### config.mk
export PLATFORM = sky130hd
export DESIGN_NAME = ex_stage_pipe
export DESIGN_NICKNAME = d
export VERILOG_FILES = /design/src/rtl/ex_pkg.sv /design/src/rtl/ex_iter_mul.sv /design/src/rtl/ex_stage_pipe.sv
export SDC_FILE = /design/constraint.sdc
export NUM_CORES = 1
export LEC_CHECK = 0
export ABC_AREA = 0
export BUFFER_PORTS_ARGS = -buffer_cell sky130_fd_sc_hd__clkbuf_2
export CELL_PAD_IN_SITES_DETAIL_PLACEMENT = 1
export CELL_PAD_IN_SITES_GLOBAL_PLACEMENT = 1
export CORE_ASPECT_RATIO = 1.1
export CORE_MARGIN = 5
export CORE_UTILIZATION = 44
export DETAILED_ROUTE_END_ITERATION = 8
export GPL_TIMING_DRIVEN = 1
export PLACE_DENSITY = 0.85
export SYNTH_ARGS = -nofsm -noshare
export SYNTH_HDL_FRONTEND = slang
export SYNTH_SLANG_ARGS = --single-unit
### constraint.sdc
create_clock -name clk -period 6.8 [get_ports clk]
set_clock_uncertainty 0.15 [all_clocks]
set_input_delay 1.36 -clock clk [delete_from_list [all_inputs] [get_ports clk]]
set_output_delay 1.36 -clock clk [all_outputs]
set_load 0.02 [all_outputs]
### src/rtl/ex_pkg.sv
// Shared types for the execute stage: opcodes, FSM states and condition-flag layout.
package ex_pkg;

    typedef enum logic [3:0] {
        OP_ADD   = 4'd0,
        OP_SUB   = 4'd1,
        OP_AND   = 4'd2,
        OP_OR    = 4'd3,
        OP_XOR   = 4'd4,
        OP_SLL   = 4'd5,
        OP_SRL   = 4'd6,
        OP_SRA   = 4'd7,
        OP_SLT   = 4'd8,
        OP_BEQ   = 4'd9,
        OP_BNE   = 4'd10,
        OP_PASSB = 4'd11,
        OP_MUL   = 4'd12
    } op_e;

    typedef enum logic {
        IDLE = 1'b0,
        MUL  = 1'b1
    } state_e;

    localparam int FLAG_N = 3;
    localparam int FLAG_Z = 2;
    localparam int FLAG_C = 1;
    localparam int FLAG_V = 0;

    function automatic logic [3:0] pack_flags(input logic n, input logic z,
                                              input logic c, input logic v);
        logic [3:0] f;
        f         = 4'b0000;
        f[FLAG_N] = n;
        f[FLAG_Z] = z;
        f[FLAG_C] = c;
        f[FLAG_V] = v;
        return f;
    endfunction

endpackage

### src/rtl/ex_iter_mul.sv
// Shift-add multiplier: one partial product per cycle, low DATA_W product bits.
// A finished product is held on the outputs while hold_i is asserted.
module ex_iter_mul #(
    parameter int DATA_W = 32
) (
    input  logic              clk,
    input  logic              rst,
    input  logic              abort_i,
    input  logic              start_i,
    input  logic              hold_i,
    input  logic [DATA_W-1:0] a_i,
    input  logic [DATA_W-1:0] b_i,
    output logic              busy_o,
    output logic              done_o,
    output logic [DATA_W-1:0] product_o
);
    localparam int CNT_W = $clog2(DATA_W);

    logic [CNT_W-1:0]  cnt_q, cnt_d;
    logic [DATA_W-1:0] acc_q, acc_d;
    logic [DATA_W-1:0] mcand_q, mcand_d;
    logic [DATA_W-1:0] mplier_q, mplier_d;
    logic              busy_q, busy_d;
    logic [DATA_W-1:0] step_sum_s;

    // The last step's sum is the product, so it is exposed before being registered.
    assign step_sum_s = acc_q + (mplier_q[0] ? mcand_q : '0);
    assign product_o  = step_sum_s;
    assign busy_o     = busy_q;
    assign done_o     = busy_q && (cnt_q == '0);

    // Next-state: abort beats start, counting runs freely, finishing waits for hold_i.
    always_comb begin
        cnt_d    = cnt_q;
        acc_d    = acc_q;
        mcand_d  = mcand_q;
        mplier_d = mplier_q;
        busy_d   = busy_q;
        if (abort_i) begin
            busy_d = 1'b0;
        end else if (start_i) begin
            busy_d   = 1'b1;
            cnt_d    = CNT_W'(DATA_W - 1);
            acc_d    = '0;
            mcand_d  = a_i;
            mplier_d = b_i;
        end else if (busy_q && (cnt_q != '0)) begin
            acc_d    = step_sum_s;
            mcand_d  = mcand_q << 1;
            mplier_d = mplier_q >> 1;
            cnt_d    = cnt_q - CNT_W'(1);
        end else if (done_o && !hold_i) begin
            busy_d = 1'b0;
        end else begin
            busy_d = busy_q;
        end
    end

    // Multiplier state registers.
    always_ff @(posedge clk) begin
        if (rst) begin
            cnt_q    <= '0;
            acc_q    <= '0;
            mcand_q  <= '0;
            mplier_q <= '0;
            busy_q   <= 1'b0;
        end else begin
            cnt_q    <= cnt_d;
            acc_q    <= acc_d;
            mcand_q  <= mcand_d;
            mplier_q <= mplier_d;
            busy_q   <= busy_d;
        end
    end

endmodule

### src/rtl/ex_stage_pipe.sv
// Execute stage: ALU, branch resolution, condition flags and iterative multiply,
// presented through a valid/ready result register with stall and flush.
module ex_stage_pipe
    import ex_pkg::*;
#(
    parameter int DATA_W = 32,
    parameter int RD_W   = 6,
    parameter int COND_W = 4
) (
    input  logic              clk,
    input  logic              rst,
    input  logic              flush,
    input  logic              in_valid,
    output logic              in_ready,
    input  logic [3:0]        op,
    input  logic              use_imm,
    input  logic              set_cond,
    input  logic [DATA_W-1:0] dataA,
    input  logic [DATA_W-1:0] dataB,
    input  logic [DATA_W-1:0] imm,
    input  logic [DATA_W-1:0] br_imm,
    input  logic [DATA_W-1:0] pc,
    input  logic [RD_W-1:0]   rd,
    output logic              out_valid,
    input  logic              out_ready,
    output logic [DATA_W-1:0] alu_result,
    output logic [DATA_W-1:0] new_pc,
    output logic [DATA_W-1:0] imm_out,
    output logic [RD_W-1:0]   rd_out,
    output logic              branch_taken,
    output logic [COND_W-1:0] cond_out
);
    localparam int SH_W = $clog2(DATA_W);

    state_e            state_q, state_d;
    logic              out_valid_q, out_valid_d;
    logic [DATA_W-1:0] res_q, res_d;
    logic [DATA_W-1:0] npc_q, npc_d;
    logic [DATA_W-1:0] immo_q, immo_d;
    logic [RD_W-1:0]   rdo_q, rdo_d;
    logic              taken_q, taken_d;
    logic [COND_W-1:0] cond_q, cond_d;
    logic [DATA_W-1:0] m_npc_q, m_npc_d;
    logic [DATA_W-1:0] m_imm_q, m_imm_d;
    logic [RD_W-1:0]   m_rd_q, m_rd_d;
    logic              m_sc_q, m_sc_d;

    op_e               op_s;
    logic [DATA_W-1:0] opb_s, res_s, npc_s, mul_prod_s;
    logic [DATA_W:0]   sum_s, diff_s;
    logic [SH_W-1:0]   shamt_s;
    logic              c_s, v_s, taken_s;
    logic              out_free_s, accept_s, load_alu_s, start_mul_s, mul_finish_s;
    logic              mul_busy_s, mul_done_s;
    logic [COND_W-1:0] alu_flags_s, mul_flags_s;

    assign op_s         = op_e'(op);
    assign out_free_s   = !out_valid_q || out_ready;
    assign in_ready     = (state_q == IDLE) && out_free_s && !flush;
    assign accept_s     = in_valid && in_ready;
    assign start_mul_s  = accept_s && (op_s == OP_MUL);
    assign load_alu_s   = accept_s && (op_s != OP_MUL);
    assign mul_finish_s = (state_q == MUL) && mul_busy_s && mul_done_s && out_free_s;
    assign npc_s        = pc + br_imm;

    ex_iter_mul #(.DATA_W(DATA_W)) u_mul (
        .clk       (clk),
        .rst       (rst),
        .abort_i   (flush),
        .start_i   (start_mul_s),
        .hold_i    (!out_free_s),
        .a_i       (dataA),
        .b_i       (opb_s),
        .busy_o    (mul_busy_s),
        .done_o    (mul_done_s),
        .product_o (mul_prod_s)
    );

    // Single-cycle ALU with carry/overflow taken from a one-bit-wider add/sub.
    always_comb begin
        opb_s   = use_imm ? imm : dataB;
        sum_s   = {1'b0, dataA} + {1'b0, opb_s};
        diff_s  = {1'b0, dataA} - {1'b0, opb_s};
        shamt_s = opb_s[SH_W-1:0];
        res_s   = '0;
        c_s     = 1'b0;
        v_s     = 1'b0;
        taken_s = 1'b0;
        case (op_s)
            OP_ADD: begin
                res_s = sum_s[DATA_W-1:0];
                c_s   = sum_s[DATA_W];
                v_s   = (dataA[DATA_W-1] == opb_s[DATA_W-1]) && (sum_s[DATA_W-1] != dataA[DATA_W-1]);
            end
            OP_SUB: begin
                res_s = diff_s[DATA_W-1:0];
                c_s   = !diff_s[DATA_W];
                v_s   = (dataA[DATA_W-1] != opb_s[DATA_W-1]) && (diff_s[DATA_W-1] != dataA[DATA_W-1]);
            end
            OP_AND:   res_s = dataA & opb_s;
            OP_OR:    res_s = dataA | opb_s;
            OP_XOR:   res_s = dataA ^ opb_s;
            OP_SLL:   res_s = dataA << shamt_s;
            OP_SRL:   res_s = dataA >> shamt_s;
            OP_SRA:   res_s = $signed(dataA) >>> shamt_s;
            OP_SLT:   res_s = {{(DATA_W-1){1'b0}}, ($signed(dataA) < $signed(opb_s))};
            OP_BEQ: begin
                res_s   = diff_s[DATA_W-1:0];
                c_s     = !diff_s[DATA_W];
                taken_s = (dataA == opb_s);
            end
            OP_BNE: begin
                res_s   = diff_s[DATA_W-1:0];
                c_s     = !diff_s[DATA_W];
                taken_s = (dataA != opb_s);
            end
            OP_PASSB: res_s = opb_s;
            default:  res_s = '0;
        endcase
        alu_flags_s = COND_W'(pack_flags(res_s[DATA_W-1], res_s == '0, c_s, v_s));
        mul_flags_s = COND_W'(pack_flags(mul_prod_s[DATA_W-1], mul_prod_s == '0, 1'b0, 1'b0));
    end

    // Next-state: flush beats load and completion; the output register holds under stall.
    always_comb begin
        state_d     = state_q;
        out_valid_d = out_valid_q;
        res_d       = res_q;
        npc_d       = npc_q;
        immo_d      = immo_q;
        rdo_d       = rdo_q;
        taken_d     = taken_q;
        cond_d      = cond_q;
        m_npc_d     = m_npc_q;
        m_imm_d     = m_imm_q;
        m_rd_d      = m_rd_q;
        m_sc_d      = m_sc_q;
        if (flush) begin
            out_valid_d = 1'b0;
            state_d     = IDLE;
        end else if (load_alu_s) begin
            out_valid_d = 1'b1;
            res_d       = res_s;
            npc_d       = npc_s;
            immo_d      = br_imm;
            rdo_d       = rd;
            taken_d     = taken_s;
            if (set_cond) cond_d = alu_flags_s;
            else          cond_d = cond_q;
        end else if (mul_finish_s) begin
            out_valid_d = 1'b1;
            state_d     = IDLE;
            res_d       = mul_prod_s;
            npc_d       = m_npc_q;
            immo_d      = m_imm_q;
            rdo_d       = m_rd_q;
            taken_d     = 1'b0;
            if (m_sc_q) cond_d = mul_flags_s;
            else        cond_d = cond_q;
        end else if (start_mul_s) begin
            state_d = MUL;
            m_npc_d = npc_s;
            m_imm_d = br_imm;
            m_rd_d  = rd;
            m_sc_d  = set_cond;
            if (out_ready) out_valid_d = 1'b0;
            else           out_valid_d = out_valid_q;
        end else if (out_ready) begin
            out_valid_d = 1'b0;
        end else begin
            out_valid_d = out_valid_q;
        end
    end

    // Stage registers; reset overrides everything including an in-flight multiply.
    always_ff @(posedge clk) begin
        if (rst) begin
            state_q     <= IDLE;
            out_valid_q <= 1'b0;
            res_q       <= '0;
            npc_q       <= '0;
            immo_q      <= '0;
            rdo_q       <= '0;
            taken_q     <= 1'b0;
            cond_q      <= '0;
            m_npc_q     <= '0;
            m_imm_q     <= '0;
            m_rd_q      <= '0;
            m_sc_q      <= 1'b0;
        end else begin
            state_q     <= state_d;
            out_valid_q <= out_valid_d;
            res_q       <= res_d;
            npc_q       <= npc_d;
            immo_q      <= immo_d;
            rdo_q       <= rdo_d;
            taken_q     <= taken_d;
            cond_q      <= cond_d;
            m_npc_q     <= m_npc_d;
            m_imm_q     <= m_imm_d;
            m_rd_q      <= m_rd_d;
            m_sc_q      <= m_sc_d;
        end
    end

    assign out_valid    = out_valid_q;
    assign alu_result   = res_q;
    assign new_pc       = npc_q;
    assign imm_out      = immo_q;
    assign rd_out       = rdo_q;
    assign branch_taken = taken_q;
    assign cond_out     = cond_q;

endmodule

## After elaboration in Yosys (flattened, before gate mapping)

Cells that the tools add are included.

- Bits of input ports: 177
- Register bits after elaboration: 282

- Eq/ne operators: 21
- $lt $le $gt $ge: 1
- Multiplexer cells: 36
- Shift-type cells: 3
- Bitwise logic cells: 7
- Add/subtract/negate cells: 5
- Reductions and logical operators: 36

Operator list:

| cell | number |
|---|---|
| 32-bit 2-to-1 mux | 14 |
| 32-bit case mux with 10 select lines | 1 |
| 32-bit adder | 2 |
| 32-bit zero test | 2 |
| 32-bit by 32-bit adder with 33-bit output | 1 |
| 32-bit by 32-bit subtractor with 33-bit output | 1 |
| 32-bit bitwise AND | 1 |
| 32-bit == test | 1 |
| 32-bit < comparator | 1 |
| 32-bit != test | 1 |
| 32-bit bitwise OR | 1 |
| 32-bit by 5-bit left shift with 32-bit output | 1 |
| 32-bit by 5-bit >> shifter with 32-bit output | 1 |
| 32-bit by 5-bit >>> shifter with 32-bit output | 1 |
| 32-bit bitwise XOR | 1 |
| 4-bit == test (second input constant) | 5 |
| 4-bit by 3-bit == test with 1-bit output (second input constant) | 4 |
| 4-bit 2-to-1 mux | 4 |
| 1-bit logical AND | 13 |
| 6-bit 2-to-1 mux | 2 |
| 1-bit 2-to-1 mux | 10 |
| 5-bit 2-to-1 mux | 2 |
| 2-bit nonzero test | 5 |
| 4-bit by 2-bit == test with 1-bit output (second input constant) | 2 |
| other kinds (18) | 32 |

## Depth between registers and ports, before layout

- Depth in word-level cells: 8
- Mapped depth: 21
- Depth with buffers taken out: 17

## Cells and area by module

A second synthesis with hierarchy kept.

- Cell total of the unflattened synthesis: 3,309
- Area, all modules: 25,096.6 um^2

Modules (own cells, without submodules):

| module | instances | area each (um^2) | cells each |
|---|---|---|---|
| ex_stage_pipe | 1 | 19,063.3 | 2,603 |
| ex_iter_mul | 1 | 6,033.3 | 706 |

## Least setup slack after synthesis

OpenSTA, ideal clock, no wires.

- Kind: input port to flip-flop
- From: input port use_imm
- To: register cond_q[2], in the netlist cond_out[2]
- Arrival time: 6,047 ps
- Setup time: 58 ps
- Buffers on the path: 6
- Required time: 6,592 ps
- Slack: 545 ps
- Cell stages on the path: 20
- Cell sequence: buf_6 > mux2i_1 > buf_4 > clkbuf_1 > clkbuf_1 > buf_2 > ha_1 > clkbuf_1 > a21oi_1 > a21oi_1 > o31ai_1 > a211oi_1 > or3_1 > a21oi_1 > o31ai_1 > a211o_1 > a211o_1 > or4_1 > nor3_1 > a211o_1

- Longest elaborated chain between the ends: 6

Ends and longest elaborated chain:

| what | line | RTL |
|---|---|---|
| start: declaration | ex_stage_pipe.sv:16 | `input logic use_imm,` |
| 32-bit 2-to-1 mux * | ex_stage_pipe.sv:81 | `opb_s = use_imm ? imm : dataB;` |
| 32-bit by 32-bit subtractor with 33-bit output, or another cell as far along | ex_stage_pipe.sv:83 | `diff_s = {1'b0, dataA} - {1'b0, opb_s};` |
| 32-bit case mux with 10 select lines * | ex_stage_pipe.sv:89 | `case (op_s)` |
| 32-bit zero test * | ex_stage_pipe.sv:120 | `alu_flags_s = COND_W'(pack_flags(res_s[DATA_W-1], res_s == '0, c_s, v_s));` |
| 4-bit 2-to-1 mux * | ex_stage_pipe.sv:148 | `if (set_cond) cond_d = alu_flags_s;` |
| 4-bit 2-to-1 mux * | ex_stage_pipe.sv:141 | `end else if (load_alu_s) begin` |
| end signal: assignment | ex_stage_pipe.sv:198 | `cond_q <= cond_d;` |
| end: declaration | ex_stage_pipe.sv:42 | `logic [COND_W-1:0] cond_q, cond_d;` |

Every way passes the cells marked *; elsewhere a longest branch is shown, timed or not. The select of a mux whose other input is x is not followed.
A chain may end at the register's enable or synchronous reset.

## Worst setup path in the final report

Same ends and word-level chain as after synthesis.

==> impl_metrics.env <==
export IMPL_postRouteAntennaNets=0
export IMPL_dr_pass1_iters=6
export IMPL_drtIter0Drc=2658
export IMPL_combPwrFrac_pct=34.4
export IMPL_min_to="m_imm_q[31]"
export IMPL_tns_ns=0
export IMPL_wirelength_um=125000
export IMPL_die_w_um=234
export IMPL_finalHoldWorstSlack_ns=0.308
export IMPL_clk_latency_ns=0.57
export IMPL_tritoncts="done"
export IMPL_start_util_pct=44.3
export IMPL_final_common_cell="nand2_1"
export IMPL_synth_top_cell_area_share_pct=23.3
export IMPL_seqPwrFrac_pct=32.3
export IMPL_core_um2=54600
export IMPL_synth_simple_gate_area_share_pct=21.8
export IMPL_dr_total_vias=27931
export IMPL_postCtsSetupBuffers=0
export IMPL_clk_pin_slew_ns=0.06
export IMPL_drive_gt1_share_pct=16.6
export IMPL_ir_worst_vdd_v=0.000212
export IMPL_leakage_nw=11.3
export IMPL_reg2reg_depth=16
export IMPL_route_detailed_drc=0
export IMPL_synth_top_family_by_area="compound AO/OA/AOI/OAI gates"
export IMPL_synth_fa_ha_area_share_pct=9.07
export IMPL_nets=3770
export IMPL_fin_crit_ns=6.34
export IMPL_synth_area_um2=24200
export IMPL_maxClockFrequency_ghz=0.158
export IMPL_cts_hold_buf=0
export IMPL_synth_compound_area_share_pct=27.4
export IMPL_setup_viol=0
export IMPL_synthesis_nets=3551
export IMPL_synth_edf_count=0
export IMPL_synth_area_top_cells="dfxtp_1, ha_1, nand2_1, a21oi_1, nor2_1"
export IMPL_final_hold_violation_count=0
export IMPL_r2r_end="cond_out[2]"
export IMPL_hold_path_class="flip-flop to flip-flop"
export IMPL_r2r_slack_ns=1.45
export IMPL_die_area_um2=59800
export IMPL_grt_max_degree=203
export IMPL_worstReg2RegStart="u_mul.mplier_q[0]"
export IMPL_cts_inserted_buffers=34
export IMPL_synthMuxAreaShare_pct=9.45
export IMPL_drv_cap=0
export IMPL_portBuffers=285
export IMPL_layout_cells_non_filler=4179
export IMPL_syn_to_final_growth_pct=14.7
export IMPL_ys_flop_type="dfxtp_1"
export IMPL_clock_sinks=282
export IMPL_synth_seq_cells=282
export IMPL_die_h_um=256
export IMPL_grtUsageTotal_pct=40.0
export IMPL_dp_cells=4120
export IMPL_rsz0062_at_grt="no"
export IMPL_path_max_fanout=23
export IMPL_slew_headroom_pct=21.8
export IMPL_path_class="primary input to flip-flop"
export IMPL_power_density_nw_per_um2=191
export IMPL_antenna_found_initial=6
export IMPL_synth_top_cell_by_area="dfxtp_1"
export IMPL_swShare_pct=38.3
export IMPL_min_from="m_imm_q[31]"
export IMPL_ios=286
export IMPL_status="finished clean"
export IMPL_dp_hpwl_um=94500
export IMPL_async_reset_ff_share_pct=0
export IMPL_wl_per_cell_um=29.8
export IMPL_worst_slack_ns=0.457
export IMPL_cts_htree_levels=2
export IMPL_avgSynthCellArea_um2=7.56
export IMPL_row_count=90
export IMPL_cts_resized=0
export IMPL_holdPathStages=2
export IMPL_utilization_pct=50.8
export IMPL_tightest_slew_ns=1.17
export IMPL_setup_worst_path_end_class="flip-flop"
export IMPL_cts_root_buf="clkbuf_16"
export IMPL_synth_cell_type_count=98
export IMPL_viasPerCell=6.68
export IMPL_cts_buffer_depth=3
export IMPL_switching_power_mw=2.03
export IMPL_final_max_slew_violation_count=0
export IMPL_worstSetupStartpointType="primary input"
export IMPL_cp_required_ns=7.16
export IMPL_most_common_layout_cells="nand2_1, nor2_1, a21oi_1"
export IMPL_seq_area_frac_synth_pct=23.3
export IMPL_p_int_mw=3.28
export IMPL_grt_pass1_wl_um=184000
export IMPL_gp_congestion=1.11
export IMPL_clockPowerShare_pct=33.3
export IMPL_yosysWarnings=0
export IMPL_synth_xor_xnor_area_share_pct=3.04
export IMPL_pre_cts_slack_ns=0.0647
export IMPL_first_global_vias=28970
export IMPL_finalCritPeriodShare_pct=93.3
export IMPL_arrival_ns=6.70
export IMPL_syn_inst=3201
export IMPL_overflow=0
synthesized netlist by cell type, types with 15 or more instances:
cell type,count
a21o_1,37
o211ai_1,39
buf_2,17
ha_1,169
a311oi_1,71
mux2i_1,88
o221ai_1,24
nor2_1,347
a31oi_1,16
a221oi_1,56
a21oi_1,299
clkbuf_1,185
o21a_1,21
nand2b_1,30
a211oi_1,41
nor4_1,26
a22oi_1,64
or3_1,17
o21ai_0,117
and2_1,41
a211o_1,15
nor3_1,85
dfxtp_1,282
o31ai_1,16
inv_1,123
o21bai_1,24
nand4_1,16
nand2_1,478
o22ai_1,41
nand3_1,52
xnor2_1,59
mux4_2,56
xor2_1,25
nor2b_1,24
area by class of cell:
class                           count  area (µm²)
Multi-Input combinational cell   2565       17200
Clock inverter                     14         124
Inverter                          126         475
Tap cell                          736         921
Sequential cell                   282        5650
Fill cell                        6845       26900
Clock buffer                       44         928
Timing Repair Buffer              411        2460
Antenna cell                        1        2.50
kinds of logic (layout without fill, tap and decap cells):
family,after synthesis,after routing
other cells,0,1
compound gates,975,975
buf+inv,354,595
simple gates,1181,1181
flops,282,282
xor+xnor,84,84
mux,152,152
fa+ha+maj,173,173
per-stage QoR:
stage	instance area (µm²)	power, mW
2_1_floorplan	24200	2.79
3_3_place_gp	26700	3.48
3_5_place_dp	26700	3.51
4_1_cts	27800	5.29
5_1_grt	27800	5.49
6_report	27800	5.32
flip-flops by register name, indices dropped and copies added (netlist names), 32 cells and up:
signal / cells
m_imm_q: 32
alu_result: 32
imm_out: 32
new_pc: 32
m_npc_q: 32
u_mul.mplier_q: 32
u_mul.mcand_q: 32
u_mul.acc_q: 32
worst max path at each step:
| stage | start | end |
|---|---|---|
| 6_report | use_imm | cond_out[2] |
| 5_1_grt | use_imm | cond_out[2] |
| 4_1_cts | use_imm | cond_out[2] |
| 3_5_place_dp | use_imm | cond_out[2] |
| 3_3_place_gp | use_imm | cond_out[2] |
| 2_1_floorplan | use_imm | cond_out[2] |
worst max-delay path, stage by stage:
cell and delay, ns:
clkbuf_2 0.36, buf_12 0.24, buf_4 0.18, mux2i_2 0.24, buf_4 0.37, ha_1 0.34
nor2_1 0.36, o311ai_1 0.20, nand3_1 0.22, o21a_1 0.29, mux2i_1 0.31, nand4_1 0.13
a211oi_1 0.80, nand2_1 0.17, nor4_1 0.39, nand4_1 0.30, nor3_1 0.29, a211o_1 0.12
power groups by stage:
stage	combinational (mW)	clock, mW	sequential [mW]
after global placement	1.74	0	1.75
after CTS	1.78	1.79	1.71
final	1.83	1.77	1.71
after global routing	1.91	1.86	1.72
after detailed placement	1.76	0	1.75
after floorplan	1.01	0	1.78
metal layers:
layer	global-route usage, %	share of wire [%]
met5	0	0.034
met4	26.3	8.4
met3	7.55	7.7
met2	65.2	46
met1	47.7	37
Note: power is estimated with default switching activity, not from simulation.
